[src/rtl/z80_mem_window.sv]
// Z80 memory-bus responder: decodes address windows and serves
// synchronised reads/writes from an internal SRAM with wait states.
module z80_mem_window #(
  parameter int ADDR_W = 16,
  parameter int DATA_W = 8,
  parameter int NUM_WIN = 2,
  parameter logic [NUM_WIN*ADDR_W-1:0] WIN_BASE =
    {16'h0100, 16'h0000},
  parameter logic [NUM_WIN*(ADDR_W+1)-1:0] WIN_LIMIT =
    {17'h0A000, 17'h00000},
  parameter logic [NUM_WIN-1:0] WIN_RO = 2'b00,
  parameter int WAIT_CYCLES = 2
) (
  input  logic              clk,
  input  logic              rst,
  input  logic [ADDR_W-1:0] address,
  input  logic              rd,
  input  logic              wr,
  input  logic              mreq,
  input  logic              ioreq,
  input  logic              bwait,
  input  logic [DATA_W-1:0] data_in,
  output logic [DATA_W-1:0] data_out,
  output logic              data_oe,
  output logic              rwait,
  output logic              busenable,
  output logic              dataoutenable,
  output logic [ADDR_W-1:0] ram_addr,
  output logic [DATA_W-1:0] ram_wdata,
  input  logic [DATA_W-1:0] ram_rdata,
  output logic              ram_cs,
  output logic              ram_we,
  output logic [2:0]        win_idx,
  output logic              ro_violation
);

  typedef enum logic [2:0] {
    IDLE,
    RD_REQ,
    RD_DATA,
    WR_DO,
    HOLD,
    MISS
  } state_t;

  localparam logic [7:0] RO_PAD = 8'(WIN_RO);
  localparam logic [7:0] WAIT_LD = 8'(WAIT_CYCLES);

  state_t      state;
  logic [1:0]  rd_sync;
  logic [1:0]  wr_sync;
  logic [1:0]  mreq_sync;
  logic        rd_s;
  logic        wr_s;
  logic        mreq_s;
  logic        req;
  logic        hit;
  logic [2:0]  hit_idx;
  logic        is_rd;
  logic        drive_q;
  logic        wait_req;
  logic [7:0]  wcnt;
  logic        strobe_up;
  logic        done;

  always_ff @(posedge clk or posedge rst) begin
    if (rst) begin
      rd_sync   <= 2'b11;
      wr_sync   <= 2'b11;
      mreq_sync <= 2'b11;
    end else begin
      rd_sync   <= {rd_sync[0], rd};
      wr_sync   <= {wr_sync[0], wr};
      mreq_sync <= {mreq_sync[0], mreq};
    end
  end

  assign rd_s   = rd_sync[1];
  assign wr_s   = wr_sync[1];
  assign mreq_s = mreq_sync[1];

  // Exactly one of /RD,/WR low; both low is a bus glitch, not an access.
  assign req = !mreq_s & (!rd_s ^ !wr_s) & ioreq;

  function automatic logic in_win(input int i,
                                  input logic [ADDR_W-1:0] a);
    logic [ADDR_W:0] ax;
    logic [ADDR_W:0] base;
    logic [ADDR_W:0] lim;
    ax   = {1'b0, a};
    base = {1'b0, WIN_BASE[i*ADDR_W +: ADDR_W]};
    lim  = WIN_LIMIT[i*(ADDR_W+1) +: ADDR_W+1];
    return (ax >= base) && (ax < lim);
  endfunction

  always_comb begin
    hit     = 1'b0;
    hit_idx = 3'd0;
    for (int i = NUM_WIN - 1; i >= 0; i--) begin
      if (in_win(i, address)) begin
        hit     = 1'b1;
        hit_idx = 3'(i);
      end
    end
  end

  assign strobe_up = is_rd ? rd_s : wr_s;

  // Access is complete once read data is captured or a write issued.
  assign done = (state == RD_DATA) || (state == WR_DO) ||
                (state == HOLD) || (state == IDLE);

  always_ff @(posedge clk or posedge rst) begin
    if (rst) begin
      state        <= IDLE;
      data_out     <= '0;
      drive_q      <= 1'b0;
      ram_addr     <= '0;
      ram_wdata    <= '0;
      ram_cs       <= 1'b0;
      ram_we       <= 1'b0;
      win_idx      <= 3'd0;
      ro_violation <= 1'b0;
      busenable    <= 1'b0;
      is_rd        <= 1'b0;
      wait_req     <= 1'b0;
      wcnt         <= 8'd0;
    end else begin
      ram_cs       <= 1'b0;
      ram_we       <= 1'b0;
      ro_violation <= 1'b0;
      if (wcnt != 8'd0)
        wcnt <= wcnt - 8'd1;
      if (wait_req && (wcnt <= 8'd1) && done)
        wait_req <= 1'b0;
      unique case (state)
        IDLE: begin
          if (req) begin
            ram_addr  <= address;
            ram_wdata <= data_in;
            is_rd     <= !rd_s;
            if (!hit) begin
              state <= MISS;
            end else begin
              win_idx   <= hit_idx;
              busenable <= 1'b1;
              ram_cs    <= 1'b1;
              if (!rd_s) begin
                state <= RD_REQ;
              end else begin
                state        <= WR_DO;
                ram_we       <= !RO_PAD[hit_idx];
                ro_violation <= RO_PAD[hit_idx];
              end
              if (WAIT_CYCLES > 0) begin
                wait_req <= 1'b1;
                wcnt     <= WAIT_LD;
              end
            end
          end
        end
        RD_REQ: state <= RD_DATA;
        RD_DATA: begin
          data_out <= ram_rdata;
          drive_q  <= 1'b1;
          state    <= HOLD;
        end
        WR_DO: state <= HOLD;
        HOLD: begin
          if (strobe_up) begin
            state     <= IDLE;
            drive_q   <= 1'b0;
            busenable <= 1'b0;
          end
        end
        MISS: begin
          if (strobe_up)
            state <= IDLE;
        end
        default: state <= IDLE;
      endcase
    end
  end

  // Raw /RD gates the pads so they release without synchroniser lag.
  assign data_oe       = drive_q & !rd;
  assign rwait         = bwait & !wait_req;
  assign dataoutenable = !busenable;

endmodule
[config.mk]
export PLATFORM = sky130hd
export DESIGN_NAME = z80_mem_window
export DESIGN_NICKNAME = d
export VERILOG_FILES = /design/src/rtl/z80_mem_window.sv
export SDC_FILE = /design/constraint.sdc
export NUM_CORES = 1
export LEC_CHECK = 0
export CORE_UTILIZATION = 40
export CTS_BUF_LIST = sky130_fd_sc_hd__clkbuf_16
export DETAILED_ROUTE_END_ITERATION = 8
export PLACE_DENSITY = 0.72
export SLEW_MARGIN = 20
export SYNTH_ARGS = -nofsm -noshare
export SYNTH_HDL_FRONTEND = slang
export SYNTH_SLANG_ARGS = --single-unit
[constraint.sdc]
create_clock -name clk -period 4.2 [get_ports clk]
set_input_delay 1.26 -clock clk [delete_from_list [all_inputs] [get_ports clk]]
set_output_delay 1.26 -clock clk [all_outputs]
set_load 0.01 [all_outputs]
# --- Yosys cells after proc, flatten, opt, wreduce, memory -nomap -nowiden ---
# Memory sizes are Yosys's and may differ from the RTL's.
# Cells that the tools add are included.
classes:
  n_addsub: 1
  n_mul: 0
  div: 0
  order_cmp: 4
  eq_ne: 9
  shifts: 0
  n_mux: 33
  bitwise: 5
  n_reduce_logical: 24
op_table:
  columns: ["cell", "n"]
  rows:
  - ["$mux W8", 4]
  - ["$mux W1", 22]
  - ["$ge A16 B9 Y1 const B", 1]
  - ["$lt A16 B16 Y1 const B", 1]
  - ["$pmux W3 S4", 1]
  - ["$mux W3", 3]
  - ["$le A8 B1 Y1 const B", 1]
  - ["$reduce_bool A8 Y1", 1]
  - ["$sub A8 B1 Y8 const B", 1]
  - ["$logic_not A1 Y1", 7]
  - ["$eq A3 B2 Y1 const B", 2]
  - ["$eq A3 B3 Y1 const B", 2]
  - ["$ne A2 B2 Y1 const B", 3]
  - ["$reduce_and A2 Y1", 3]
  - ["$and A1 B1 Y1", 4]
  - ["$lt A3 B4 Y1 const B", 1]
  - ["$pmux W1 S2", 2]
  - ["$reduce_and A4 Y1", 1]
  - ["$reduce_bool A2 Y1", 2]
  - ["$reduce_or A2 Y1", 2]
  - ["$eq A3 B1 Y1 const B", 1]
  - ["$logic_and A1 B1 Y1", 3]
  - ["$logic_not A3 Y1", 1]
  - ["$logic_or A1 B1 Y1", 3]
  - ["other kinds (4)", 4]
totals:
  ff_bits: 59
  latchBits: 0
  mem_bits_rw: 0
  romBits: 8
  input_bits: 39
  out_inout_bits: 42
  word_cells: 93
  memories: 1
memory_table:
  columns: ["name", "depth", "width", "read_ports", "rd_clocked_by_memory_dff", "write_ports", "line", "text"]
  rows:
  - ["(name not given)", 8, 1, 1, 0, 0, "153", "ro_violation <= RO_PAD[hit_idx];"]

# --- Depth between registers and ports, before layout ---
# Gate-level depths: netlist of run 1.
depth:
  depth_word: 10
  mapped_depth: 7
  mapped_depth_nobuf: 5

# --- Least setup slack after synthesis of run 1 ---
# No wires, ideal clock.
synth_path:
  path_type: "input to output"
  from: "input bwait"
  to: "output rwait"
  arrival_time_ns: 1.457
  path_slack_ns: 1.483
  cell_stages: 1
  n_path_buf: 0
  path_cell_list: "nor2b_1"
synth_via:
  elab_chain_cells: 1
synth_lines:
  columns: ["element", "line", "text"]
  rows:
  - ["from (decl)", "21", "input logic bwait,"]
  - ["$and A1 B1 Y1", "187", "assign rwait = bwait & !wait_req;"]
  - ["to (decl)", "25", "output logic rwait,"]
# Every way passes these cells.

# --- Final worst setup path of run 1 ---
# Same ends and word-level chain as after synthesis.

==> results of run 1 <==
==> area by class of cell <==
| cell class | instances | area (um^2) |
|---|---|---|
| well taps | 72 | 90.1 |
| clock inverters | 3 | 16.3 |
| inverters | 7 | 27.5 |
| fillers | 464 | 2280 |
| multi-input cells | 103 | 891 |
| flip-flops and latches | 56 | 1410 |
| repair buffers | 80 | 806 |
| clock buffers | 5 | 125 |
==> metal layers <==
| layer | vias up | track usage [%] | share of wire (%) |
|---|---|---|---|
| met5 | - | 0 | 0 |
| met4 | 0 | 5.27 | 0.84 |
| met3 | 4 | 2.97 | 3.8 |
| met2 | 39 | 27.5 | 50 |
| met1 | 764 | 19.1 | 45 |
| li1 | 741 | - | - |
==> worst max-delay path, delay by kind of cell <==
kind / cells / cell delay (ns)
buf+inv: 2 / 0.99
simple gates: 1 / 0.12
==> path summary, 6_finish.rpt <==
check,depth (start not counted),start,slack [ns],to
min,0,mreq_sync[0],0.36,mreq_sync[1]
min in group asynchronous,2,rst,1.46,ram_wdata[3]
max in group asynchronous,3,rst,2.08,wr_sync[1]
min reg2reg,0,mreq_sync[0],0.36,mreq_sync[1]
max reg2reg,4,rd_sync[1],2.09,ram_addr[4]
max,3,bwait,0.58,rwait
==> flip-flops by register name, summed over array words and instances, names as in the netlist, 2 cells and up <==
signal	flops
mreq_sync	2
state	3
wr_sync	2
data_out	8
ram_wdata	8
ram_addr	16
rd_sync	2
wcnt	8
==> synth_stat cells, types with 4 or more instances <==
cell and instances:
a21oi_1 4, and3_1 5, dfrtp_1 50, dfstp_2 6, inv_1 7, mux2_2 14
mux2_4 18, mux2i_1 4, nand2_1 5, nand3_1 6, nor2_1 10, o21ai_0 4
==> cells by family after synthesis <==
group	synth area share (%)
AOI/OAI and AO/OA	2.77
xor gates and xnor gates	2.19
adders and majority gates	1.57
buffers and inverters	4.38
DFF	58.8
muxes	19.5
other	0.156
and+or+nand+nor	10.6
==> per-stage QoR <==
step	cells	power, mW
after floorplan	173	1.42
after global placement	318	1.86
after detailed placement	318	1.89
after CTS	326	2.29
after global routing	326	2.41
final	326	2.27
==> power groups by stage <==
stage	Sequential (mW)	Combinational [mW]	Clock (mW)
final	0.930	0.940	0.396
after CTS	0.931	0.954	0.409
after detailed placement	0.934	0.952	0
after global routing	0.968	1.01	0.432
after floorplan	0.982	0.441	0
after global placement	0.930	0.935	0
==> flow_metrics.py, run 1 <==
metrics = {
    "critical_path": {
        "critical_path_arrival_ns": 2.36,
        "cp.required_ns": 2.94,
        "crit_path_frequent_cell": "clkdlybuf4s50_1",
        "cp_max_fo": 1,
        "path_class": "input pin to primary output",
        "startpoint_type": "input pin",
        "cpPeakStageDelay_ns": 0.54,
        "path_cells": "clkdlybuf4s50_1, nor2b_1, clkdlybuf4s50_1",
        "cpMaxStageDelayCell": "clkdlybuf4s50_1",
        "end_kind": "primary output",
    },
    "place": {
        "gp_congestion": 0.786,
        "dp_hpwl_mm": 3.18,
        "dpl-instance-area_um2": 3220,
        "numPortBuffers": 77,
        "place_ws_ns": 0.572,
    },
    "yosys": {
        "ys_ff_latch": 56,
        "ys_warn_count": 0,
        "syn_area_um2": 2400,
        "yosys-top-cells-area": "dfrtp_1 52%, mux2_4 11%, dfstp_2 6.6%",
        "ys_types": 36,
        "synth_edf_count": 0,
        "async_flop_share_pct": 100,
        "synth_flop_cell": "dfrtp_1",
        "synth_top_area_share_pct": 52.2,
        "avgSynthCellArea_um2": 14.0,
        "synth_largest_area_cell": "dfrtp_1",
        "synth_cells": 171,
        "yosysSeqAreaShare_pct": 58.8,
    },
    "final_layout": {
        "final_common_cell": "clkdlybuf4s50_1",
        "final_cell_mix": "77 x clkdlybuf4s50_1, 50 x dfrtp_1, 18 x mux2_4",
        "final_nets": 295,
        "utilization_pct": 59.6,
        "final_cell_area_um2": 3360,
        "layout-drive-gt1-share_pct": 21.3,
        "syn_to_final_growth_pct": 40.3,
        "diodes": 0,
    },
    "cts": {
        "cts_tree": "done",
        "clockBufferDepth": 2,
        "cts_buffers": 5,
        "clkLatencyLatePin_ns": 0.29,
        "clk_pin_slew_ns": 0.06,
        "cts_resized": 0,
        "clkSinkCount": 56,
        "cts_hold_buffers": 0,
        "cts-root-buf": "clkbuf_16",
        "postCtsSetupBuffers": 0,
        "htree_num_levels": 2,
    },
    "global_route": {
        "grt_pass1_wl_mm": 7.59,
        "grtUsageTotal_pct": 15.6,
        "grt_max_degree": 55,
        "grt-ovfl-total": 0,
        "grt_antenna_before_repair": 0,
        "grt_pass1_vias": 1629,
    },
    "power": {
        "p_sw_mw": 0.674,
        "pwr-share-comb_pct": 41.5,
        "peakVddDrop_v": 0.000263,
        "sw_frac_of_total_pct": 29.7,
        "leakagePower_nw": 1.48,
        "pwr-share-clk_pct": 17.5,
        "power_density_nw_per_um2": 674,
        "pwr-share-seq_pct": 41.0,
        "internal-power_mw": 1.59,
    },
    "run": {
        "drv_cap": 0,
    },
    "floorplan": {
        "die-area_um2": 6310,
        "start_util_pct": 42.5,
        "core-area_um2": 5640,
        "num_rows": 27,
        "fp.dieW_um": 79.4,
        "io_pins": 81,
        "die_height_um": 79.4,
    },
    "routing": {
        "first_pass_iters": 4,
        "routedWlPerCell_um": 13.8,
        "ant_nets": 0,
        "drtIter0Drc": 60,
        "drc": 0,
        "routed_wl_mm": 4.51,
        "vias": 1548,
        "avgViaCountPerCell": 4.75,
    },
    "timing": {
        "tightestPinTransition_ns": 0.886,
        "setup_ws_ns": 0.576,
        "skew_ns": 0.00456,
        "min_period_ns": 3.62,
        "hold_viol": 0,
        "fmax_mhz": 276,
        "setup_violations": 0,
        "hold_ws_ns": 0.359,
        "maxSlewViolCount": 0,
        "maxSlewHeadroom_pct": 40.9,
        "setup_tns_ns": 0,
        "rsz0062_at_grt": "no",
        "finalCritPeriodShare_pct": 86.3,
    },
    "outcome": {
        "status": "completed",
    },
    "hold_path": {
        "hp-class": "flip-flop to flip-flop",
    },
}
(Power assumes the default switching activity.)
==> run 2, diff against run 1 <==
Settings changed: CTS_CLUSTER_DIAMETER set to 150.
==> results of run 2 <==
No change in the layout: final DEF, timing and power equal those of run 1.
==> run 3, diff against run 2 <==
Settings changed: ABC_CLOCK_PERIOD_IN_PS set to 4200.
==> results of run 3 <==
No change in the layout: final DEF, timing and power equal those of run 1.
